**config.mk**
```make
export PLATFORM = sky130hd
export DESIGN_NAME = ifu_fetch
export DESIGN_NICKNAME = d
export VERILOG_FILES = /design/src/rtl/ifu_fetch.sv
export SDC_FILE = /design/constraint.sdc
export NUM_CORES = 1
export LEC_CHECK = 0
export ABC_AREA = 1
export ABC_CLOCK_PERIOD_IN_PS = 1700
export CORE_MARGIN = 5
export CORE_UTILIZATION = 30
export CTS_CLUSTER_SIZE = 30
export DETAILED_ROUTE_END_ITERATION = 8
export PLACE_DENSITY = 0.53
export SYNTH_ARGS = -nofsm -noshare
export SYNTH_HDL_FRONTEND = slang
export SYNTH_SLANG_ARGS = --single-unit
export TNS_END_PERCENT = 50
```
**constraint.sdc**
```tcl
create_clock -name clk -period 1.7 [get_ports clk]
set_input_delay 0.34 -clock clk [delete_from_list [all_inputs] [get_ports clk]]
set_output_delay 0.34 -clock clk [all_outputs]
set_load 0.1 [all_outputs]
```
**src/rtl/ifu_fetch.sv**
```systemverilog
// ifu_fetch: instruction fetch unit on the requester side of the instruction ROM.
// It owns the PC and drives the ROM enable and word address. The ROM returns the
// instruction in the same cycle, and this unit registers it with its PC into a
// single-entry output stage that hands off to decode under valid/ready.
// Ports:
//   clk, rst_n                 clock, asynchronous active-low reset
//   rom_ce, rom_addr           ROM enable (combinational) and word address
//   rom_inst                   ROM data, same cycle as the address
//   out_valid/out_ready        handshake of the output stage
//   out_pc, out_inst           PC and instruction held in the output stage
//   redirect_valid/redirect_pc branch redirect pulse and byte target
//   halt_req, halted           halt request level and halt-state flag
//   misalign_err               one-cycle pulse after a misaligned redirect target
//   fetch_cnt                  count of completed handoffs, wraps at 2^32
module ifu_fetch #(
  parameter int unsigned       ADDR_W   = 64,
  parameter int unsigned       INST_W   = 32,
  parameter int unsigned       ROM_AW   = 6,
  parameter logic [ADDR_W-1:0] RESET_PC = ADDR_W'(64'h0000_0000_8000_0000)
) (
  input  logic              clk,
  input  logic              rst_n,
  output logic              rom_ce,
  output logic [ROM_AW-1:0] rom_addr,
  input  logic [INST_W-1:0] rom_inst,
  output logic              out_valid,
  input  logic              out_ready,
  output logic [ADDR_W-1:0] out_pc,
  output logic [INST_W-1:0] out_inst,
  input  logic              redirect_valid,
  input  logic [ADDR_W-1:0] redirect_pc,
  input  logic              halt_req,
  output logic              halted,
  output logic              misalign_err,
  output logic [31:0]       fetch_cnt
);

  localparam int unsigned CNT_W = 32;

  typedef enum logic [1:0] {
    ST_BOOT = 2'd0,
    ST_RUN  = 2'd1,
    ST_HALT = 2'd2
  } state_e;

  state_e              state_q, state_d;
  logic [ADDR_W-1:0]   pc_q, pc_d;
  logic                out_valid_q, out_valid_d;
  logic [ADDR_W-1:0]   out_pc_q, out_pc_d;
  logic [INST_W-1:0]   out_inst_q, out_inst_d;
  logic                misalign_q, misalign_d;
  logic [CNT_W-1:0]    cnt_q, cnt_d;
  logic                halted_q, halted_d;

  logic                fire_slot;
  logic                handoff;
  logic                redir_take;

  // State and datapath registers.
  always_ff @(posedge clk or negedge rst_n) begin
    if (!rst_n) begin
      state_q     <= ST_BOOT;
      pc_q        <= RESET_PC;
      out_valid_q <= 1'b0;
      out_pc_q    <= '0;
      out_inst_q  <= '0;
      misalign_q  <= 1'b0;
      cnt_q       <= '0;
      halted_q    <= 1'b0;
    end else begin
      state_q     <= state_d;
      pc_q        <= pc_d;
      out_valid_q <= out_valid_d;
      out_pc_q    <= out_pc_d;
      out_inst_q  <= out_inst_d;
      misalign_q  <= misalign_d;
      cnt_q       <= cnt_d;
      halted_q    <= halted_d;
    end
  end

  // Next-state, fetch/redirect datapath and ROM enable.
  always_comb begin
    state_d     = state_q;
    pc_d        = pc_q;
    out_valid_d = out_valid_q;
    out_pc_d    = out_pc_q;
    out_inst_d  = out_inst_q;
    misalign_d  = 1'b0;
    cnt_d       = cnt_q;

    fire_slot  = !out_valid_q || out_ready;
    handoff    = out_valid_q && out_ready;
    // Redirects are ignored during the boot cycle.
    redir_take = redirect_valid && (state_q != ST_BOOT);
    // A redirect squashes this cycle's fetch, so the ROM is not enabled.
    rom_ce     = (state_q == ST_RUN) && fire_slot && !redir_take;

    if (handoff) begin
      cnt_d       = cnt_q + CNT_W'(1);
      out_valid_d = 1'b0;
    end

    // A fetch refills the stage, possibly in the same cycle as a handoff.
    if (rom_ce) begin
      out_valid_d = 1'b1;
      out_pc_d    = pc_q;
      out_inst_d  = rom_inst;
      pc_d        = pc_q + ADDR_W'(4);
    end

    if (redir_take) begin
      pc_d        = {redirect_pc[ADDR_W-1:2], 2'b00};
      out_valid_d = 1'b0;
      misalign_d  = |redirect_pc[1:0];
    end

    unique case (state_q)
      ST_BOOT: state_d = halt_req ? ST_HALT : ST_RUN;
      ST_RUN:  if (halt_req) state_d = ST_HALT;
      ST_HALT: if (redirect_valid && !halt_req) state_d = ST_RUN;
      default: state_d = ST_BOOT;
    endcase

    halted_d = (state_d == ST_HALT);
  end

  assign rom_addr     = pc_q[ROM_AW+1:2];
  assign out_valid    = out_valid_q;
  assign out_pc       = out_pc_q;
  assign out_inst     = out_inst_q;
  assign misalign_err = misalign_q;
  assign fetch_cnt    = cnt_q;
  assign halted       = halted_q;

endmodule

```
==> results.sh <==
export IMPL_run_status="finished with violations"
export IMPL_violations="negative setup slack"
export IMPL_post_syn_instances=1411
export IMPL_pre_cts_slack_ns=-0.330
export IMPL_grt_total_usage=0.183
export IMPL_core_area_um2=34500
export IMPL_synth_cell_types=42
export IMPL_worstSetupStartpointType="register"
export IMPL_use_met1=0.239
export IMPL_cap_violations=0
export IMPL_fin_tns_setup_ns=-0.735
export IMPL_clockRootBuffer="clkbuf_16"
export IMPL_layout_drive_gt1_share=0.250
export IMPL_ios=239
export IMPL_yosysTopAreaCellShare=0.459
export IMPL_dieWidth_um=197
export IMPL_max_freq_ghz=0.563
export IMPL_wirelength_mm=35.9
export IMPL_crit_path_max_incr_delay_ns=0.49
export IMPL_crit_top_cell="nand2_4"
export IMPL_yosys_register_bits=193
export IMPL_cts_sink_count=193
export IMPL_worst_skew_pair_late_latency_ns=0.45
export IMPL_drt_iter0_markers=586
export IMPL_detailed_place_hpwl_mm=28.0
export IMPL_worst_ep_required_time_ns=1.36
export IMPL_grt_remaining_overflow=0
export IMPL_worstSetupPathType="reg2out"
export IMPL_die_h_um=197
export IMPL_final_setup_skew_ns=0.0180
export IMPL_cts_buffers_inserted=17
export IMPL_number_of_core_rows=68
export IMPL_crit_path_cell_trace="nand2_4 -> nand2_4 -> nor2_4 -> buf_8 -> buf_12"
export IMPL_antenna_diode_count=0
export IMPL_cell_area_after_synthesis_um2=10500
export IMPL_count_of_tritonroute_iterations_in_the_first_routing_pass=6
export IMPL_syn_mean_instance_area_um2=7.42
export IMPL_die_area_um2=38800
export IMPL_setup_viol=17
export IMPL_cts_max_path_buffers=2
export IMPL_yosysSeqAreaShare=0.461
export IMPL_detailed_place_area_um2=15700
export IMPL_grt_antenna_before_repair=0
export IMPL_final_hold_violation_count=0
export IMPL_synth_enable_flop_cells=0
export IMPL_critical_path_slowest_cell="dfrtp_4"
export IMPL_r2r_slack_ns=-0.06
export IMPL_htreeDepth=4
export IMPL_worst_setup_path_end_kind="output port"
export IMPL_avgRoutedWirePerCell_um=16.1
export IMPL_global_route_usage_met3=0.0373
export IMPL_power_density_nw_per_um2=1530
export IMPL_grt_max_degree=48
export IMPL_cts_tree="done"
export IMPL_placement_io_buffers=236
export IMPL_worst_ir_drop_vdd_mv=1.13
export IMPL_postLayoutCoreUtil=0.484
export IMPL_worst_hold_path_type="in2async"
export IMPL_timing_max_transition_violations_final=0
export IMPL_grt_setup_unrepaired="yes"
export IMPL_cp_max_fo=2
export IMPL_via_per_inst=4.67
export IMPL_clkTransAtPathRegs_ns=0.07
export IMPL_setup_slack_ns=-0.0755
export IMPL_design_area_um2=16700
export IMPL_synth_most_common_cell="nand2_1"
export IMPL_most_used_standard_cells_in_the_synthesized_netlist="nand2_1 (493), dfrtp_1 (192), nor2_1 (176), inv_1 (141), nand3_1 (91)"
export IMPL_whs_ns=0.408
export IMPL_start_util=0.303
export IMPL_layout_min_cycle_time_ns=1.78
export IMPL_place_gp_congestion=0.923
export IMPL_grt_first_pass_wirelength_mm=57.0
export IMPL_dr_total_vias=10400
export IMPL_use_met2=0.314
export IMPL_timing_final_crit_share=1.04
export IMPL_synth_largest_area_cell="dfrtp_1"
export IMPL_detail_route_drc_violations=0
export IMPL_busiest_layer="met2"
export IMPL_yosys_warnings=0
export IMPL_syn_to_final_growth_pct=59.5
export IMPL_fin_nets=1863
export IMPL_proportion_of_register_bits_with_asynchronous_set_or_reset_after_synthesis=1.00
export IMPL_arrival_ns=1.44
export IMPL_first_global_vias=10500
export IMPL_antenna_left=0
export IMPL_cellLeakagePower_nw=7.65
export IMPL_post_synth_main_area_contributors="dfrtp_1 (46%), nand2_1 (18%), nor2_1 (6.3%)"
export IMPL_ys_flop_type="dfrtp_1"
[placed cells by master (no fill, tap or decap), types with 3 or more instances in the layout]
cell type        count
clkbuf_8             3
nand4_1             28
clkbuf_16           17
nor2_1             156
inv_1              135
clkdlybuf4s50_1     99
dfrtp_4             14
a22o_1               7
o21bai_1             4
o211ai_1             3
bufinv_16            4
nor2_2              21
nand2_2             12
o21ai_0             50
nor2_4              25
nand3_2              4
o21ai_1             24
o221ai_1             4
nand2_4             15
nand3b_1            25
o21a_1               4
o2111ai_1            6
buf_12             150
nor3_1              16
buf_6                7
clkinvlp_4           3
nand2_1            478
buf_4              119
dfrtp_1            156
a21oi_1             12
dfrtp_2             22
xor2_1              17
nand3_1             87
inv_2                8
xnor2_1              8
[path summary, 6_finish.rpt]
kind                               startpoint       endpoint  cells past startpoint
worst max-delay path                out_valid         rom_ce                      5
worst min-delay path                    rst_n   out_inst[20]                      2
worst max register to register        pc_q[2]       pc_q[60]                     12
worst min register to register  fetch_cnt[14]  fetch_cnt[14]                      1
max in group asynchronous               rst_n  fetch_cnt[19]                      3
min in group clk                 rom_inst[26]   out_inst[26]                      3
[sequential cells by signal, summed over array words and instances (netlist names)]
signal        flops
fetch_cnt        32
halted            1
pc_q             62
out_valid         1
out_pc           62
misalign_err      1
state_q           2
out_inst         32
[critical path, delay by kind of cell (launching register included)]
family / cells / cell delay [ns]
buffers and inverters: 2 / 0.28
DFF: 1 / 0.49
and+or+nand+nor: 3 / 0.23
[metal layers]
layer / vias up / wire length, µm
li1: 5148 / -
met1: 4960 / 16100
met2: 262 / 17400
met3: 32 / 1850
met4: 0 / 533
met5: - / 0
[layout make-up]
| type | count | area (µm²) |
|---|---|---|
| multi-input combinational | 1023 | 5040 |
| clock inverter | 9 | 156 |
| timing repair buffer | 378 | 5000 |
| inverter | 147 | 568 |
| tap | 455 | 569 |
| fill | 3319 | 17800 |
| clock buffer | 21 | 460 |
| sequential | 193 | 4910 |
[metrics by stage]
step	std cells	power, mW
finish	2226	25.6
global route	2226	26.6
CTS	2217	25.7
detailed placement	2180	21.2
global placement	2180	21.1
floorplan	1412	15.2
[kinds of logic after synthesis]
group | share of synthesized area
flip-flops | 0.461
other | 0.000358
AO/OA/AOI/OAI | 0.0671
AND/OR/NAND/NOR | 0.363
adder cells (fa/ha/maj) | 0.00239
buffers and inverters | 0.0848
XOR/XNOR | 0.0209
[where the power goes]
group	switching, mW	total [mW]	internal, mW
clock network	1.87	4.40	2.53
registers	1.45	7.27	5.82
logic	9.05	13.9	4.84
[repair_timing]
| item | 4_1_cts | 5_1_grt |
|---|---|---|
| pin swaps | 11 | 23 |
| buffers inserted | 6 | 10 |
| setup endpoints to repair | 29 | 51 |
| gates resized for setup | 28 | 64 |
| endpoints found under the hold margin | 33 | 0 |
| hold buffers | 1 | 0 |
Note: power is estimated with default switching activity, not from simulation.
